## src/rtl/pc_return_stack.sv

```systemverilog
// Purpose: hardware return-address stack for a program counter (CALL pushes PC+1, RET pops).
// Latency: DIN/PC_LD are combinational from RET and the current top; LEVEL/flags update at the edge.
// Backpressure: none; illegal requests (overflow, underflow, collision) are dropped and flagged sticky.
module pc_return_stack #(
  parameter int DEPTH = 16
) (
  input  logic                     CLK,
  input  logic                     RST,
  input  logic [9:0]               PC_COUNT,
  input  logic                     CALL,
  input  logic                     RET,
  output logic [9:0]               DIN,
  output logic                     PC_LD,
  output logic [$clog2(DEPTH):0]   LEVEL,
  output logic                     FULL,
  output logic                     EMPTY,
  output logic                     OVF,
  output logic                     UNF,
  output logic                     COLL
);

  localparam int AW = $clog2(DEPTH);
  localparam int LW = AW + 1;

  // Return-address storage; entries above the pointer are stale and never observed.
  logic [9:0]    mem [DEPTH];
  logic [LW-1:0] sp;
  logic          ovf_q;
  logic          unf_q;
  logic          coll_q;

  logic          full;
  logic          empty;
  logic          push;
  logic          pop;
  logic [AW-1:0] wr_idx;
  logic [AW-1:0] top_idx;

  // Decode occupancy and the legal push/pop requests from the pointer.
  // When full the low pointer bits wrap to 0, so wr_idx-1 still lands on DEPTH-1 (the top).
  always_comb begin
    full    = (sp == LW'(DEPTH));
    empty   = (sp == '0);
    push    = CALL & ~RET & ~full;
    pop     = RET & ~CALL & ~empty;
    wr_idx  = sp[AW-1:0];
    top_idx = wr_idx - AW'(1);
  end

  // Write the return address (wraps 1023 -> 0) into the slot just above the top.
  always_ff @(posedge CLK) begin
    if (!RST && push) begin
      mem[wr_idx] <= PC_COUNT + 10'd1;
    end
  end

  // Stack pointer and sticky error flags; reset overrides any request in the same cycle.
  always_ff @(posedge CLK) begin
    if (RST) begin
      sp     <= '0;
      ovf_q  <= 1'b0;
      unf_q  <= 1'b0;
      coll_q <= 1'b0;
    end else begin
      if (push) begin
        sp <= sp + LW'(1);
      end else if (pop) begin
        sp <= sp - LW'(1);
      end
      if (CALL && RET) begin
        coll_q <= 1'b1;
      end
      if (CALL && !RET && full) begin
        ovf_q <= 1'b1;
      end
      if (RET && !CALL && empty) begin
        unf_q <= 1'b1;
      end
    end
  end

  // Zero-latency return path so the PC can load the address on the same edge as RET.
  always_comb begin
    PC_LD = pop & ~RST;
    DIN   = (empty || RST) ? 10'd0 : mem[top_idx];
    LEVEL = sp;
    FULL  = full;
    EMPTY = empty;
    OVF   = ovf_q;
    UNF   = unf_q;
    COLL  = coll_q;
  end

endmodule

```

## config.mk

```make
export PLATFORM = sky130hd
export DESIGN_NAME = pc_return_stack
export DESIGN_NICKNAME = d
export VERILOG_FILES = /design/src/rtl/pc_return_stack.sv
export SDC_FILE = /design/constraint.sdc
export NUM_CORES = 1
export LEC_CHECK = 0
export BUFFER_PORTS_ARGS = -buffer_cell sky130_fd_sc_hd__buf_4
export CAP_MARGIN = 20
export CORE_AREA = 2 2 128 117
export CTS_CLUSTER_DIAMETER = 120
export DETAILED_ROUTE_END_ITERATION = 12
export DIE_AREA = 0 0 130 119
export PLACE_DENSITY = 0.71
export SYNTH_ARGS = -nofsm -noshare
export SYNTH_HDL_FRONTEND = slang
export SYNTH_SLANG_ARGS = --single-unit
```

## constraint.sdc

```tcl
create_clock -name CLK -period 3.6 [get_ports CLK]
set_clock_uncertainty 0.15 [all_clocks]
set_input_delay 0.36 -clock CLK [delete_from_list [all_inputs] [get_ports CLK]]
set_output_delay 0.36 -clock CLK [all_outputs]
set_load 0.005 [all_outputs]
```

==> results.py, run 1 <==
metrics = {
    "global_routing": {
        "grt_pass1_vias": 3688,
        "grt_usage": 0.1951,
        "grt_max_degree": 49,
        "grt_pass1_wl_mm": 21.57,
        "grt_overflow_total": 0,
        "grt_antenna_before_repair": 0,
    },
    "die": {
        "die-area_um2": 15470,
        "dieWidth_um": 130,
        "start_util": 0.4831,
        "ioPinCount": 35,
        "core_um2": 14350,
        "num_rows": 42,
        "dieHeight_um": 119,
    },
    "cells_and_area": {
        "final_cell_mix": "edfxtp_1, buf_4, mux4_2",
        "drive_gt1_frac": 0.3206,
        "nets": 456,
        "area_delta_synth_final_pct": 17.62,
        "n_fill_cell": 1085,
        "stdcell_count": 644,
        "utilization": 0.5682,
        "diodes": 0,
        "final_common_cell": "edfxtp_1",
    },
    "sta": {
        "rsz0062_at_grt": "no",
        "fin_crit_sh": 0.9104,
        "finalMaxSlewViolations": 0,
        "max_freq_ghz": 0.3051,
        "setup_viol": 0,
        "min_period_ps": 3277,
        "max_slew_margin": 0.4006,
        "fin_ws_ps": 322.6,
        "worstMarginPinSlew_ps": 899.1,
        "finalSetupTns_ps": 0,
        "hold_viol": 0,
    },
    "logic_synthesis": {
        "ys_warn_count": 0,
        "async_reset_ff_frac": 0,
        "synth_edf_count": 160,
        "synthesis.nets": 387,
        "synthFlopType": "edfxtp_1",
        "syn_area_um2": 6930,
        "synth_cell_type_count": 42,
        "syn_inst": 364,
        "ys_seq_elements": 168,
        "avgSynthCellArea_um2": 19.04,
        "yosysSeqAreaShare": 0.7164,
    },
    "clock_tree": {
        "cts_tree": "built",
        "clock-sinks": 168,
        "cts_buffers": 17,
        "ctsResizeCount": 0,
        "ctsRootBufferMaster": "clkbuf_16",
        "clk_latency_ps": 420,
        "clkTransAtPathRegs_ps": 60,
        "clk_path_buf_depth": 2,
        "post_cts.repair.setup_buffers": 0,
        "cts_hold_buf": 0,
        "h-tree-depth": 4,
    },
    "drt": {
        "routed_via_density": 5.550,
        "drtAntennaViolNets": 0,
        "firstDrtPassIters": 4,
        "drc": 0,
        "wire_per_inst_um": 21.31,
        "vias": 3574,
        "initialDrtViolationCount": 390,
        "wl_mm": 13.72,
    },
    "critical_path": {
        "critPathTopFamily": "buffers and inverters",
        "cp_cell_sequence": "buf_4 -> nor3_1 -> xnor2_2 -> buf_4 -> mux2i_1 -> o22ai_1 -> buf_4",
        "slowest_stage": "buf_4",
        "worstPathBufferInverterCount": 3,
        "crit_fanout": 48,
        "worstSetupPathType": "register to output pin",
        "worst_path_most_repeated_cell": "buf_4",
        "cp_data_required_time_ps": 3090,
        "slowest_delay_ps": 690,
        "worstSetupStartpointType": "register",
        "cp.arrival_ps": 2770,
        "crit_path_end_kind": "output pin",
    },
    "power": {
        "p_per_area_nw_per_um2": 710.3,
        "power_mw": 5.790,
        "p_leak_nw": 2.750,
        "peakVddDrop_mv": 0.4694,
    },
    "min_path": {
        "hp-class": "input port to register",
    },
    "outcome": {
        "outcome": "complete, no violations",
    },
    "job": {
        "max_cap_viol_count": 0,
    },
    "placement": {
        "dp.cells": 611,
        "gp_congestion": 0.8137,
        "io_buffers": 34,
        "hpwl_mm": 8.855,
        "dpl_worst_slack_ps": 710.2,
    },
}
area by class of cell:
type	instances	area [um2]	share of cell area
multi-input cells	171	1858	0.2279
clock inverters	15	125.1	0.01535
flip-flops and latches	168	4966	0.6092
inverters	9	33.78	0.004144
clock buffers	17	425.4	0.05219
repair buffers	66	495.5	0.06078
well taps	198	247.7	0.03039
worst paths after layout:
| kind | start | endpoint | slack (ps) | cells after the start |
|---|---|---|---|---|
| min | CALL | COLL$_SDFFE_PP0P_ | 60 | 3 |
| max reg2reg | LEVEL[2]$_SDFFE_PP0P_ | LEVEL[4]$_SDFFE_PP0P_ | 730 | 10 |
| min reg2reg | OVF$_SDFFE_PP0P_ | OVF$_SDFFE_PP0P_ | 340 | 2 |
| max | LEVEL[0]$_SDFFE_PP0P_ | DIN[4] | 320 | 7 |
cell families after synthesis:
kind of cell / count (synthesis) / share of synthesized area
simple gates: 63 / 0.04821
mux: 62 / 0.1619
flops: 168 / 0.7164
buf+inv: 25 / 0.01661
compound gates: 26 / 0.02672
xor+xnor: 11 / 0.01390
fa+ha+maj: 9 / 0.01625
registers in the layout, indices dropped and copies added (netlist names):
name / flops
LEVEL: 5
OVF: 1
COLL: 1
mem: 160
UNF: 1
cell usage after synthesis (all sizes together) (2+ instances only):
| cell type | n | area share |
|---|---|---|
| nor4bb | 2 | 0.0029 |
| ha | 9 | 0.016 |
| dfxtp | 8 | 0.023 |
| o22ai | 11 | 0.012 |
| nor3 | 8 | 0.0058 |
| buf | 11 | 0.0090 |
| mux4 | 40 | 0.13 |
| nand3 | 7 | 0.0051 |
| xnor2 | 10 | 0.013 |
| nand2 | 7 | 0.0038 |
| nor2 | 23 | 0.012 |
| or2 | 2 | 0.0018 |
| inv | 9 | 0.0049 |
| clkbuf | 5 | 0.0027 |
| edfxtp | 160 | 0.69 |
| nand2b | 3 | 0.0027 |
| o21ai | 2 | 0.0014 |
| and3 | 3 | 0.0027 |
| mux2i | 21 | 0.030 |
| a21oi | 4 | 0.0029 |
metal layers:
metal  vias up  track usage  routed length, um
met3        26      0.04672                725
met2       107       0.2896               6543
met5         -            0                  0
met1      1818       0.2784               6022
met4         0      0.08333                432
li1       1623            -                  -
worst min-delay path: stages:
cell     delay [ps]
buf_4           100
a21oi_1          50
nor2_1           80
stage by stage:
step	hold slack, ps	instance area, um2
floorplan	310.4	6930
global placement	305.3	7594
detailed placement	327.7	7594
CTS	36.45	8144
global route	59.47	8152
finish	55.43	8152
where the power goes:
group	total [mW]	switching [mW]	leakage [nW]	internal, mW
clock network	1.68	0.734	0.263	0.950
logic	1.83	0.936	0.982	0.898
registers	2.27	0.0627	1.51	2.21
Power figures use the tool's default switching activity.
==> run 2: changes to the inputs <==
--- a/config.mk
+++ b/config.mk
@@ -7,9 +7,11 @@
 export LEC_CHECK = 0
+export ABC_AREA = 1
 export BUFFER_PORTS_ARGS = -buffer_cell sky130_fd_sc_hd__buf_4
 export CAP_MARGIN = 20
-export CORE_AREA = 2 2 128 117
+export CORE_AREA = 2 2 130 119
 export CTS_CLUSTER_DIAMETER = 120
 export DETAILED_ROUTE_END_ITERATION = 12
-export DIE_AREA = 0 0 130 119
+export DIE_AREA = 0 0 132 121
 export PLACE_DENSITY = 0.71
+export REMOVE_ABC_BUFFERS = 1
 export SYNTH_ARGS = -nofsm -noshare
==> constraint.sdc (replaced) <==
create_clock -name CLK -period 3.6 [get_ports CLK]
set_clock_uncertainty 0.15 [all_clocks]
set_input_delay 0 -clock CLK [delete_from_list [all_inputs] [get_ports CLK]]
set_output_delay 0 -clock CLK [all_outputs]
set_load 0.005 [all_outputs]
==> run 2 against run 1 <==
  * Sequential share of layout area fell by 1.1 points
  * Worst hold slack worse by 33 ps
  * Via count increased by 35%
  * Non-clock buffer count is 19 lower
==> results.py, run 2 <==
metrics = {
    "die": {
        "core_um2": 14560,
        "start_util": 0.4930,
        "die-area_um2": 15970,
        "dieWidth_um": 132,
        "num_rows": 42,
        "ioPinCount": 35,
        "dieHeight_um": 121,
    },
    "cells_and_area": {
        "final_cell_area_um2": 8297,
        "final_cell_mix": "edfxtp_1, nand2_1, nand3_1",
        "area_delta_synth_final_pct": 15.62,
        "n_fill_cell": 1169,
        "top_register": "mem",
        "nets": 676,
        "largest_reg_flops": 160,
        "final_common_cell": "edfxtp_1",
        "diodes": 0,
        "drive_gt1_frac": 0.1336,
    },
    "power": {
        "power_mw": 5.504,
        "peakVddDrop_mv": 0.5272,
        "p_per_area_nw_per_um2": 663.4,
        "p_leak_nw": 3.071,
    },
    "sta": {
        "fin_crit_sh": 0.9138,
        "max_slew_margin": 0.3234,
        "finalMaxSlewViolations": 0,
        "rsz0062_at_grt": "no",
        "min_period_ps": 3290,
        "setup_viol": 0,
        "max_freq_ghz": 0.3040,
        "fin_ws_ps": 310.1,
        "hold_viol": 0,
        "worstMarginPinSlew_ps": 1014,
    },
    "clock_tree": {
        "h-tree-depth": 4,
        "ctsRootBufferMaster": "clkbuf_16",
        "clock-sinks": 168,
        "clk_path_buf_depth": 2,
        "clk_latency_ps": 430,
        "cts_buffers": 17,
        "post_cts.repair.setup_buffers": 0,
        "clkTransAtPathRegs_ps": 60,
        "cts_tree": "built",
    },
    "outcome": {
        "outcome": "complete, no violations",
    },
    "logic_synthesis": {
        "synth_top_family_by_area": "simple AND/OR/NAND/NOR gates",
        "yosys-top-cells-area": "edfxtp_1, nand2_1, nand3_1",
        "syn_inst": 618,
        "ys_warn_count": 0,
        "synth_edf_count": 160,
        "synth_most_common_cell": "edfxtp_1",
        "synth_cell_type_count": 35,
        "avgSynthCellArea_um2": 11.61,
        "synth-simple-area-share": 0.1681,
        "yosysSeqAreaShare": 0.6919,
        "synth_common_cells": "edfxtp_1, nand2_1, nand3_1",
        "ys_seq_elements": 168,
        "synthXorXnorAreaFrac": 0.01447,
        "yosys.area.top_type_share": 0.6696,
        "synthFlopType": "edfxtp_1",
        "synthAdderAreaFrac": 0.01569,
        "synth_compound_area_frac": 0.07149,
        "async_reset_ff_frac": 0,
        "yosys.area.top_type": "edfxtp_1",
        "muxShareOfSynthArea": 0,
        "syn_area_um2": 7176,
    },
    "global_routing": {
        "grt_usage": 0.2247,
        "grt_antenna_before_repair": 0,
        "grt_pass1_wl_mm": 26.53,
        "grt_overflow_total": 0,
        "grt_max_degree": 66,
        "grt_pass1_vias": 4671,
    },
    "drt": {
        "drtAntennaViolNets": 0,
        "drc": 0,
        "vias": 4832,
        "initialDrtViolationCount": 549,
        "routed_via_density": 5.593,
        "firstDrtPassIters": 5,
        "wire_per_inst_um": 19.83,
        "wl_mm": 17.13,
    },
    "placement": {
        "post_dp_cell_area_um2": 7622,
        "io_buffers": 34,
        "dpl_worst_slack_ps": 519.8,
        "gp_congestion": 0.8783,
        "hpwl_mm": 10.71,
    },
    "min_path": {
        "min-delay-start": "PC_COUNT[7]",
        "hp-class": "input port to register",
    },
    "critical_path": {
        "worstSetupStartpointType": "register",
        "cp.arrival_ps": 3140,
        "crit_path_end_kind": "output pin",
        "r2r-start": "LEVEL[0]$_SDFFE_PP0P_",
        "worstSetupPathType": "register to output pin",
        "crit_start": "LEVEL[0]$_SDFFE_PP0P_",
        "crit_fanout": 24,
        "cp_data_required_time_ps": 3450,
        "rrSetupSlack_ps": 510,
    },
    "job": {
        "max_cap_viol_count": 0,
    },
}
## run 2: cell types whose count changed in the layout (fill, tap and decap cells not counted), sizes merged, moves of 19 or more
| cell | delta |
|---|---|
| a21oi | +49 |
| buf | -26 |
| mux2i | -21 |
| mux4 | -40 |
| nand2 | +151 |
| nand3 | +71 |
| nor2 | +19 |
## run 2: area by class of cell
| class | instances | area [um2] | area share |
|---|---|---|---|
| clock buffers | 20 | 436.7 | 0.05263 |
| clock inverters | 12 | 156.4 | 0.01885 |
| inverters | 28 | 105.1 | 0.01267 |
| repair buffers | 47 | 370.4 | 0.04464 |
| well taps | 198 | 247.7 | 0.02986 |
| multi-input cells | 391 | 2014 | 0.2428 |
| flip-flops and latches | 168 | 4966 | 0.5986 |
## run 2: path summary, 6_finish.rpt
kind,endpoint,cells past startpoint
max,DIN[8],8
min,mem[13][7]$_DFFE_PP_,2
max reg2reg,mem[5][9]$_DFFE_PP_,7
min reg2reg,UNF$_SDFFE_PP0P_,2
## run 2: report_power, final
| part | switching, mW | total, mW | internal (mW) |
|---|---|---|---|
| sequential | 0.0522 | 2.24 | 2.19 |
| combinational | 0.944 | 1.42 | 0.474 |
| clock | 0.697 | 1.84 | 1.14 |
## run 2: critical path, cell delays in order (launching register included)
cell      delay, ps
dfxtp_2         610
inv_2           110
ha_1            280
xnor2_4         470
inv_1           450
o221ai_1        210
nand3_1         110
a21oi_1         290
buf_4           170
## run 2: cells by family (layout without fill, tap and decap cells)
| kind of cell | Yosys count | count (layout) |
|---|---|---|
| AO/OA/AOI/OAI | 89 | 89 |
| buffers and inverters | 59 | 107 |
| XOR/XNOR | 11 | 11 |
| flip-flops | 168 | 168 |
| AND/OR/NAND/NOR | 282 | 282 |
| adder cells (fa/ha/maj) | 9 | 9 |
## run 2: what timing repair did
item / CTS / global route
setup endpoints to repair: 0 / 3
hold endpoints to repair: 40 / 0
hold buffers: 7 / 0
gates resized for setup: 0 / 1
## run 2: per-stage QoR
step | setup TNS [ps] | instances | util | hold slack (ps)
3_3_place_gp | 0 | 825 | 0.5236 | 60.64
5_1_grt | 0 | 864 | 0.5700 | 21.16
2_1_floorplan | -178960 | 587 | - | -118.9
6_report | 0 | 864 | 0.5700 | 22.15
4_1_cts | 0 | 864 | 0.5692 | 8.246
3_5_place_dp | 0 | 825 | 0.5236 | 62.41
## run 2: per-layer routing
| metal | global-route usage | share of wire |
|---|---|---|
| met4 | 0.09443 | 0.023 |
| met3 | 0.05472 | 0.069 |
| met1 | 0.2941 | 0.42 |
| met5 | 0 | 0 |
| met2 | 0.3620 | 0.48 |
